## config.mk

```make
export PLATFORM = sky130hd
export DESIGN_NAME = iopmp_entry_cfg
export DESIGN_NICKNAME = d
export VERILOG_FILES = /design/src/rtl/iopmp_pkg.sv /design/src/rtl/iopmp_cfg_legalize.sv /design/src/rtl/iopmp_entry_cfg.sv
export SDC_FILE = /design/constraint.sdc
export NUM_CORES = 2
export LEC_CHECK = 0
export CELL_PAD_IN_SITES_DETAIL_PLACEMENT = 0
export CELL_PAD_IN_SITES_GLOBAL_PLACEMENT = 2
export CORE_MARGIN = 2
export CORE_UTILIZATION = 25
export DETAILED_ROUTE_END_ITERATION = 7
export PLACE_DENSITY_LB_ADDON = 0.08
export REMOVE_ABC_BUFFERS = 1
export SLEW_MARGIN = 10
export SYNTH_ARGS = -nofsm -noshare
export SYNTH_HDL_FRONTEND = slang
export SYNTH_SLANG_ARGS = --single-unit
```

## constraint.sdc

```tcl
create_clock -name clk_i -period 4.6 [get_ports clk_i]
set_clock_uncertainty 0.1 [all_clocks]
set_input_delay 0.92 -clock clk_i [delete_from_list [all_inputs] [get_ports clk_i]]
set_output_delay 0.92 -clock clk_i [all_outputs]
set_load 0.01 [all_outputs]
```

## src/rtl/iopmp_pkg.sv

```systemverilog
// Shared IOPMP types: address-match modes, the per-entry cfg register layout
// and the state encoding of the entry-table programming FSM.
package iopmp_pkg;

  typedef enum logic [1:0] {
    ADDR_MODE_OFF   = 2'd0,
    ADDR_MODE_TOR   = 2'd1,
    ADDR_MODE_NA4   = 2'd2,
    ADDR_MODE_NAPOT = 2'd3
  } iopmp_addr_mode_t;

  typedef struct packed {
    logic             locked;
    logic [1:0]       reserved;
    iopmp_addr_mode_t addr_mode;
    logic             x;
    logic             w;
    logic             r;
  } iopmp_cfg_t;

  localparam int CFG_R_BIT = 0;
  localparam int CFG_W_BIT = 1;
  localparam int CFG_X_BIT = 2;
  localparam int CFG_A_LSB = 3;
  localparam int CFG_L_BIT = 7;

  typedef enum logic {
    CFG_IDLE = 1'b0,
    CFG_RESP = 1'b1
  } iopmp_cfg_state_t;

endpackage

```

## src/rtl/iopmp_cfg_legalize.sv

```systemverilog
// Turns a raw 8-bit cfg write into the value the entry table actually stores:
// reserved bits cleared, and write-only permission (W without R) dropped.
module iopmp_cfg_legalize
  import iopmp_pkg::*;
(
  input  logic [7:0] wdata_i,
  output iopmp_cfg_t cfg_o
);

  logic unused_reserved;
  assign unused_reserved = ^wdata_i[6:5];

  always_comb begin
    cfg_o           = '0;
    cfg_o.r         = wdata_i[CFG_R_BIT];
    cfg_o.w         = wdata_i[CFG_W_BIT] & wdata_i[CFG_R_BIT];
    cfg_o.x         = wdata_i[CFG_X_BIT];
    cfg_o.addr_mode = iopmp_addr_mode_t'(wdata_i[CFG_A_LSB +: 2]);
    cfg_o.reserved  = 2'b00;
    cfg_o.locked    = wdata_i[CFG_L_BIT];
  end

endmodule

```

## src/rtl/iopmp_entry_cfg.sv

```systemverilog
// IOPMP entry-table register file: single-beat read/write requests in, one
// response out, with lock and TOR lower-bound protection on writes.
module iopmp_entry_cfg
  import iopmp_pkg::*;
#(
  parameter int NUM_ENTRIES = 16,
  parameter int PMP_LEN     = 54,
  parameter int DATA_W      = 64,
  parameter int IDX_W       = $clog2(NUM_ENTRIES)
) (
  input  logic                           clk_i,
  input  logic                           rst_ni,
  input  logic                           req_valid_i,
  output logic                           req_ready_o,
  input  logic                           req_we_i,
  input  logic                           req_sel_i,
  input  logic [IDX_W:0]                 req_idx_i,
  input  logic [DATA_W-1:0]              req_wdata_i,
  output logic                           rsp_valid_o,
  input  logic                           rsp_ready_i,
  output logic [DATA_W-1:0]              rsp_rdata_o,
  output logic                           rsp_err_o,
  output logic [NUM_ENTRIES*PMP_LEN-1:0] conf_addr_o,
  output logic [NUM_ENTRIES*2-1:0]       conf_mode_o,
  output logic [NUM_ENTRIES*3-1:0]       conf_perm_o,
  output logic [NUM_ENTRIES-1:0]         conf_lock_o
);

  // Handshake: a request transfers on a rising edge where req_valid_i and
  // req_ready_o are both high; a response retires on an edge where
  // rsp_valid_o and rsp_ready_i are both high. Response payload is stable
  // while rsp_valid_o is high, and no new request is taken until it retires.

  localparam logic [IDX_W:0]   NUM_IDX  = (IDX_W+1)'(NUM_ENTRIES);
  localparam logic [IDX_W-1:0] LAST_IDX = IDX_W'(NUM_ENTRIES - 1);

  iopmp_cfg_state_t state_q, state_d;

  logic [PMP_LEN-1:0] addr_q [NUM_ENTRIES];
  iopmp_cfg_t         cfg_q  [NUM_ENTRIES];

  logic [DATA_W-1:0] rsp_rdata_q;
  logic              rsp_err_q;

  logic              accept;
  logic              idx_ok;
  logic [IDX_W-1:0]  sel_idx;
  logic [IDX_W-1:0]  nxt_idx;
  logic              tor_guard;
  logic              err;
  logic              do_write;
  iopmp_cfg_t        cur_cfg;
  iopmp_cfg_t        cfg_new;
  logic [7:0]        cur_cfg_bits;
  logic [7:0]        new_cfg_bits;
  logic [DATA_W-1:0] cur_val;
  logic [DATA_W-1:0] new_val;
  logic [DATA_W-1:0] rdata_d;

  logic unused_wdata;
  assign unused_wdata = ^req_wdata_i[DATA_W-1:PMP_LEN];

  iopmp_cfg_legalize u_legalize (
    .wdata_i (req_wdata_i[7:0]),
    .cfg_o   (cfg_new)
  );

  always_ff @(posedge clk_i or negedge rst_ni) begin
    if (!rst_ni) state_q <= CFG_IDLE;
    else         state_q <= state_d;
  end

  always_comb begin
    state_d     = state_q;
    req_ready_o = 1'b0;
    rsp_valid_o = 1'b0;
    accept      = 1'b0;
    unique case (state_q)
      CFG_IDLE: begin
        req_ready_o = 1'b1;
        accept      = req_valid_i;
        if (req_valid_i) state_d = CFG_RESP;
      end
      CFG_RESP: begin
        rsp_valid_o = 1'b1;
        if (rsp_ready_i) state_d = CFG_IDLE;
      end
      default: state_d = CFG_IDLE;
    endcase
  end

  // Out-of-range indices are steered to entry 0 so array reads stay in bounds;
  // the error path masks whatever that entry holds.
  always_comb begin
    idx_ok       = (req_idx_i < NUM_IDX);
    sel_idx      = idx_ok ? req_idx_i[IDX_W-1:0] : '0;
    nxt_idx      = (sel_idx != LAST_IDX) ? sel_idx + IDX_W'(1) : sel_idx;
    cur_cfg      = cfg_q[sel_idx];
    tor_guard    = (sel_idx != LAST_IDX) && cfg_q[nxt_idx].locked &&
                   (cfg_q[nxt_idx].addr_mode == ADDR_MODE_TOR);
    err          = !idx_ok ||
                   (req_we_i && (cur_cfg.locked || (!req_sel_i && tor_guard)));
    do_write     = accept && req_we_i && !err;
    cur_cfg_bits = cur_cfg;
    new_cfg_bits = cfg_new;
    cur_val      = req_sel_i ? DATA_W'(cur_cfg_bits) : DATA_W'(addr_q[sel_idx]);
    new_val      = req_sel_i ? DATA_W'(new_cfg_bits)
                             : DATA_W'(req_wdata_i[PMP_LEN-1:0]);
    if (!idx_ok)                rdata_d = '0;
    else if (req_we_i && !err)  rdata_d = new_val;
    else                        rdata_d = cur_val;
  end

  always_ff @(posedge clk_i or negedge rst_ni) begin
    if (!rst_ni) begin
      rsp_rdata_q <= '0;
      rsp_err_q   <= 1'b0;
    end else if (accept) begin
      rsp_rdata_q <= rdata_d;
      rsp_err_q   <= err;
    end
  end

  always_ff @(posedge clk_i or negedge rst_ni) begin
    if (!rst_ni) begin
      for (int i = 0; i < NUM_ENTRIES; i++) begin
        addr_q[i] <= '0;
        cfg_q[i]  <= '0;
      end
    end else if (do_write) begin
      if (req_sel_i) cfg_q[sel_idx]  <= cfg_new;
      else           addr_q[sel_idx] <= req_wdata_i[PMP_LEN-1:0];
    end
  end

  assign rsp_rdata_o = rsp_rdata_q;
  assign rsp_err_o   = rsp_err_q;

  for (genvar g = 0; g < NUM_ENTRIES; g++) begin : g_conf
    assign conf_addr_o[g*PMP_LEN +: PMP_LEN] = addr_q[g];
    assign conf_mode_o[g*2 +: 2]             = cfg_q[g].addr_mode;
    assign conf_perm_o[g*3 +: 3]             = {cfg_q[g].x, cfg_q[g].w, cfg_q[g].r};
    assign conf_lock_o[g]                    = cfg_q[g].locked;
  end

endmodule

```

* After elaboration in Yosys (flattened, before gate mapping)
Cells that the tools add are included. Widths: inputs -> output; s select.
Word-level totals: register bits after elaboration 1058, logic and storage cells 169, output and inout port bits 1027
Cells by class: multiplexer cells 27, $add $sub $neg 1, bitwise gates (word level) 5, reductions and logical operators 15, $lt $le $gt $ge 4, eq/ne operators 2
Operators with widths (number):
- $bwmux 864 | 1
- $mux 54 | 7
- $bmux 54 s4 | 1
- $demux 54 s4 | 1
- $bwmux 128 | 1
- $bmux 8 s4 | 2
- $mux 8 | 5
- $demux 8 s4 | 1
- $ge 5x5->1 const B | 2
- $not 4->5 | 2
- $logic_and 1x1->1 | 8
- $mux 4 | 2
- $lt 5x1->1 const B | 1
- $lt 5x5->1 const B | 1
- $mux 1 | 5
- $add 4x1->4 const B | 1
- $ne 4x4->1 const B | 1
- $reduce_and 2->1 | 2
- $logic_not 1->1 | 3
- $eq 2x1->1 const B | 1
- $logic_or 1x1->1 | 2
- $not 1->1 | 2
- $pmux 1 s2 | 1
- $and 1x1->1 | 1

* Logic depth before layout (Yosys ltp)
depth in word-level cells 18, depth in mapped cells 15

* By module
Synthesis repeated with hierarchy kept, for this count alone.
Second synthesis, totals: cells, all modules 3679, area total of the unflattened synthesis 47194.0 um2
By module, submodules not included:
- iopmp_entry_cfg | area each 47131.5 um2, instances 1, cells an instance 3670
- iopmp_cfg_legalize | area each 62.6 um2, instances 1, cells an instance 9

* Worst setup path before layout
Ideal clock, no wire load.
kind input-to-reg, start point input port req_idx_i[4], end point register addr_q (netlist bit conf_addr_o[329]), data arrival time 3.664 ns, data required time 4.375 ns, cell stages on the path 13, setup time 0.125 ns, setup slack 0.711 ns, cell sequence buf_2 -> o21ba_1 -> buf_2 -> o21ai_1 -> mux2i_1 -> o2111ai_1 -> o41ai_2 -> or2_1 -> buf_6 -> buf_6 -> nor4_4 -> buf_6 -> mux2_2
On the way: word-level cells in the longest chain between the ends 17, elaborated cells on any way between the ends 30, classes of those cells add/sub: 1; order compare: 3; eq/ne: 2; mux: 11; bitwise: 2; reduce/logical: 11
RTL lines:
- start, declared | RTL line iopmp_entry_cfg.sv:17 | input logic [IDX_W:0] req_idx_i,
- $lt 5x5->1 * | RTL line iopmp_entry_cfg.sv:95 | idx_ok = (req_idx_i < NUM_IDX);
- $mux 4 | RTL line iopmp_entry_cfg.sv:96 | sel_idx = idx_ok ? req_idx_i[IDX_W-1:0] : '0;
- $add 4x1->4 / $ne 4x4->1 (equally long branches) | RTL line iopmp_entry_cfg.sv:97, iopmp_entry_cfg.sv:99
- $mux 4 | RTL line iopmp_entry_cfg.sv:97 | nxt_idx = (sel_idx != LAST_IDX) ? sel_idx + IDX_W'(1) : sel_idx;
- $not 4->5 (not written as such) | RTL line iopmp_entry_cfg.sv:99, iopmp_entry_cfg.sv:100
- $bmux 8 s4 | RTL line iopmp_entry_cfg.sv:99, iopmp_entry_cfg.sv:100
- $mux 8 (not written as such) (2 in a row) | RTL line iopmp_entry_cfg.sv:100 | (cfg_q[nxt_idx].addr_mode == ADDR_MODE_TOR);
- $eq 2x1->1 / $logic_and 1x1->1 (equally long branches) | RTL line iopmp_entry_cfg.sv:100, iopmp_entry_cfg.sv:99
- $logic_and 1x1->1 | RTL line iopmp_entry_cfg.sv:99 | tor_guard = (sel_idx != LAST_IDX) && cfg_q[nxt_idx].locked &&
- $logic_and 1x1->1 | RTL line iopmp_entry_cfg.sv:102 | (req_we_i && (cur_cfg.locked || (!req_sel_i && tor_guard)));
- $logic_or 1x1->1 | RTL line iopmp_entry_cfg.sv:102
- $logic_and 1x1->1 | RTL line iopmp_entry_cfg.sv:102
- $logic_or 1x1->1 | RTL line iopmp_entry_cfg.sv:101 | err = !idx_ok ||
- $logic_not 1->1 | RTL line iopmp_entry_cfg.sv:103 | do_write = accept && req_we_i && !err;
- $logic_and 1x1->1 | RTL line iopmp_entry_cfg.sv:103
- $reduce_and 2->1 (no line)
- end signal, assigned by index | RTL line iopmp_entry_cfg.sv:132 | else addr_q[sel_idx] <= req_wdata_i[PMP_LEN-1:0];
- end, declared | RTL line iopmp_entry_cfg.sv:39 | logic [PMP_LEN-1:0] addr_q [NUM_ENTRIES];
Every way passes the cells marked *; elsewhere a longest branch is shown, timed or not. The select of a mux whose other input is x is not followed. A chain may end at the register's enable or synchronous reset.

* Worst setup path in the final report
start point input port req_idx_i[3], end point register addr_q (netlist bit conf_addr_o[444])
On the way: word-level cells in the longest chain between the ends 17, elaborated cells on any way between the ends 30, classes of those cells add/sub: 1; order compare: 3; eq/ne: 2; mux: 11; bitwise: 2; reduce/logical: 11
RTL lines (RTL line):
- $lt 5x5->1 | iopmp_entry_cfg.sv:95
- $mux 4 | iopmp_entry_cfg.sv:96
- $add 4x1->4 / $ne 4x4->1 (equally long branches) | iopmp_entry_cfg.sv:97, iopmp_entry_cfg.sv:99
- $mux 4 | iopmp_entry_cfg.sv:97
- $not 4->5 (not written as such) | iopmp_entry_cfg.sv:99, iopmp_entry_cfg.sv:100
- $bmux 8 s4 | iopmp_entry_cfg.sv:99, iopmp_entry_cfg.sv:100
- $mux 8 (not written as such) (2 in a row) | iopmp_entry_cfg.sv:100
- $eq 2x1->1 / $logic_and 1x1->1 (equally long branches) | iopmp_entry_cfg.sv:100, iopmp_entry_cfg.sv:99
- $logic_and 1x1->1 | iopmp_entry_cfg.sv:99
- $logic_and 1x1->1 | iopmp_entry_cfg.sv:102
- $logic_or 1x1->1 | iopmp_entry_cfg.sv:102
- $logic_and 1x1->1 | iopmp_entry_cfg.sv:102
- $logic_or 1x1->1 | iopmp_entry_cfg.sv:101
- $logic_not 1->1 | iopmp_entry_cfg.sv:103
- $logic_and 1x1->1 | iopmp_entry_cfg.sv:103
- $reduce_and 2->1 (no line)
Parallel ways exist; a longest one is shown, timed or not. The select of a mux whose other input is x is not followed.

==> flow_summary.json <==
{
  "outcome": "finished clean",
  "grt_pass1_vias": 37100,
  "worstSkewPairLatency_ns": 0.79,
  "cp_max_fo": 21,
  "cp_slowest_cell": "o41ai_2",
  "p_clk_frac": 0.448,
  "cts-resized-gates": 0,
  "rows": 156,
  "cellInternalPower_mw": 17.21,
  "rr_startpoint": "conf_lock_o[7]$_DFFE_PN0P_",
  "dp.cells": 6823,
  "cts_buffer_depth": 3,
  "min_period_over_period": 0.8778,
  "hold_buffers": 1,
  "yosysWarnings": 0,
  "cts_setup_buffers": 0,
  "vias": 35678,
  "yosys.area.top_type_share": 0.5587,
  "combPwrFrac": 0.139,
  "hpwl_um": 171100,
  "finalCriticalPeriod_ns": 4.038,
  "drc": 0,
  "tightestPinTransition_ns": 1.278,
  "drv_cap": 0,
  "drt_iter0_drc": 2020,
  "rsz0062_at_grt": "no",
  "grt-ovfl-total": 0,
  "antenna_found_initial": 14,
  "route.detailed.wl_per_inst_um": 34.67,
  "synth-seq-area-share": 0.5587,
  "synth_edf_count": 0,
  "p_sw_mw": 6.486,
  "syn_inst": 3420,
  "antenna_left": 0,
  "syn_area_um2": 45510,
  "cp-startpoint": "req_idx_i[3]",
  "die_h_um": 430.7,
  "die_area_um2": 185500,
  "vdd_drop_max_uv": 328.9,
  "cp_slowest_stage_delay_ns": 0.48,
  "fin_tns_setup_ns": 0,
  "drt-total-wl_um": 244900,
  "swShare": 0.2737,
  "grt_start_max_net_pins": 109,
  "path_cells": "clkdlybuf4s50_1 > buf_4 > nand2_1 > buf_4 > a2111o_1 > o211ai_1 > o2111ai_1 > o41ai_2 > or2_4 > buf_4 > buf_12 > nor4_4 > buf_4 > buf_12 > mux2_2",
  "startpoint_type": "input pin",
  "initial_core_util": 0.2518,
  "critPathBufInv": 7,
  "cts_buffers": 132,
  "first_pass_iters": 5,
  "path_class": "input pin to flip-flop",
  "worst_slack_ns": 0.5622,
  "syn_to_final_growth_pct": 44.06,
  "synth_cell_types": 73,
  "slew_viol_final": 0,
  "cts_num_sinks": 1016,
  "path_delay_family": "buffers and inverters",
  "cp-end-kind": "flip-flop",
  "root_buffer": "clkbuf_16",
  "synth_ff_type": "dfrtp_1",
  "fin_cells": 7065,
  "gp_congestion": 0.8197,
  "max_slew_margin": 0.1451,
  "worst_ep_required_time_ns": 5.15,
  "viasPerCell": 5.050,
  "dp_slack_ns": -0.3190,
  "grtUsageTotal": 0.2582,
  "cts_htree_levels": 4,
  "syn_avg_cell_area_um2": 13.31,
  "die_w_um": 430.7,
  "io_pins": 1102,
  "cts_tree": "yes",
  "p_per_area_nw_per_um2": 361.4,
  "grt_pass1_wl_um": 334400,
  "synth_top_cell_by_area": "dfrtp_1",
  "ys_ff_latch": 1016,
  "p_leak_nw": 30.04,
  "nNetsFinal": 4663,
  "io_buffers": 1081,
  "coreArea_um2": 180700,
  "layout-drive-gt1-share": 0.3075,
  "clkTransAtPathRegs_ns": 0.06,
  "path_common_cell": "buf_4",
  "setup_viol": 0,
  "async_flop_share": 1.000,
  "worstPathArrival_ns": 4.58,
  "synth.area.top_cells": "dfrtp_1 56%, mux2_2 20%, o22ai_1 5.7%",
  "final_hold_viol_count": 0,
  "hp-class": "flip-flop to flip-flop",
  "max_freq_ghz": 0.2477,
  "min-delay-start": "rsp_rdata_o[39]$_DFFE_PN0P_",
  "p_seq_frac": 0.413
}
==> tightest hold or removal path: cells and delay by family, from the launching register on <==
| family | cells | cell delay, ns |
|---|---|---|
| and+or+nand+nor | 1 | 0.05 |
| AOI/OAI and AO/OA | 1 | 0.06 |
| DFF | 1 | 0.33 |
==> area by class of cell <==
class	instances	area (µm²)
fillers	17901	115200
flip-flops and latches	1016	25420
multi-input cells	2069	18510
repair buffers	1358	14230
clock buffers	209	4018
well taps	2370	2965
clock inverters	27	360.3
inverters	11	41.29
diodes	5	12.51
==> state kept, by name, indices dropped and copies added (netlist names) <==
| name | cells |
|---|---|
| conf_addr_o | 864 |
| rsp_rdata_o | 54 |
| conf_perm_o | 48 |
| conf_mode_o | 32 |
| conf_lock_o | 16 |
| rsp_err_o | 1 |
| state_q | 1 |
==> synthesized netlist by cell type, drive strengths merged, types with 2 or more instances <==
library cell,number
dfrtp,1016
mux2,945
o22ai,416
o21ai,280
clkbuf,195
buf,138
nand2,80
mux2i,72
and4,45
a21oi,28
nor2,18
nor4,18
mux4,15
nand2b,13
or4,13
a41o,11
inv,10
nand3,7
o221ai,7
nor3,6
o2111ai,6
a21o,5
a221oi,5
nor2b,5
or3,5
and2,4
nand3b,4
o211ai,4
o21bai,4
a31oi,3
and4b,3
o22a,3
o31ai,3
or2,3
a2bb2oi,2
and3,2
nand4,2
o211a,2
==> per-layer routing <==
metal  GRT usage  up-vias  part of all wire
met5           0        -          0.000090
met4      0.1093        4             0.045
met3     0.05862      311             0.055
met2      0.4333     1054              0.49
met1      0.3178    19094              0.41
li1            -    15215                 -
==> worst paths after layout <==
path	end	slack, ns	cells past startpoint
worst max-delay path	conf_addr_o[444]$_DFFE_PN0P_	0.56	15
worst min-delay path	rsp_rdata_o[39]$_DFFE_PN0P_	0.38	2
worst max register to register	conf_addr_o[228]$_DFFE_PN0P_	0.69	9
worst min register to register	rsp_rdata_o[39]$_DFFE_PN0P_	0.38	2
max in group asynchronous	conf_addr_o[512]$_DFFE_PN0P_	2.45	3
min in group asynchronous	conf_addr_o[190]$_DFFE_PN0P_	0.59	2
==> cells in the final DEF (no fill, tap or decap), drive strengths merged, types with 6 or more instances in the layout <==
master         count
clkdlybuf4s50   1076
dfrtp           1016
mux2             945
o22ai            416
buf              281
o21ai            280
clkbuf           209
nand2             80
mux2i             72
and4              45
a21oi             28
nor2              18
inv               18
nor4              18
mux4              15
clkinv            14
nand2b            13
or4               13
a41o              11
conb              10
nand3              7
o221ai             7
o2111ai            6
bufinv             6
nor3               6
==> metrics by stage <==
| step | instance area, µm² | power, mW | utilization | hold slack [ns] |
|---|---|---|---|---|
| after floorplan | 43870 | 11.01 | - | 0.4162 |
| after global placement | 61160 | 13.27 | 0.3384 | 0.3674 |
| after detailed placement | 61160 | 13.27 | 0.3384 | 0.3741 |
| after CTS | 65550 | 24.04 | 0.3627 | 0.3857 |
| after global routing | 65550 | 24.59 | 0.3627 | 0.4030 |
| final | 65560 | 23.69 | 0.3627 | 0.3792 |
==> logic make-up after synthesis <==
group,Yosys count,synth area share
muxes,1032,0.2653
DFF,1016,0.5587
AOI/OAI and AO/OA,793,0.1044
buffers and inverters,344,0.03769
and+or+nand+nor,233,0.03368
xor gates and xnor gates,1,0.0001925
other,1,0.00008240
==> power groups by stage <==
stage / sequential (mW) / clock [mW] / combinational, mW
2_1_floorplan: 10.0 / 0 / 0.988
3_3_place_gp: 9.93 / 0 / 3.34
3_5_place_dp: 9.94 / 0 / 3.33
4_1_cts: 9.78 / 10.9 / 3.35
5_1_grt: 9.84 / 11.3 / 3.49
6_report: 9.79 / 10.6 / 3.29
No activity file was read; power rests on OpenSTA's default activity.
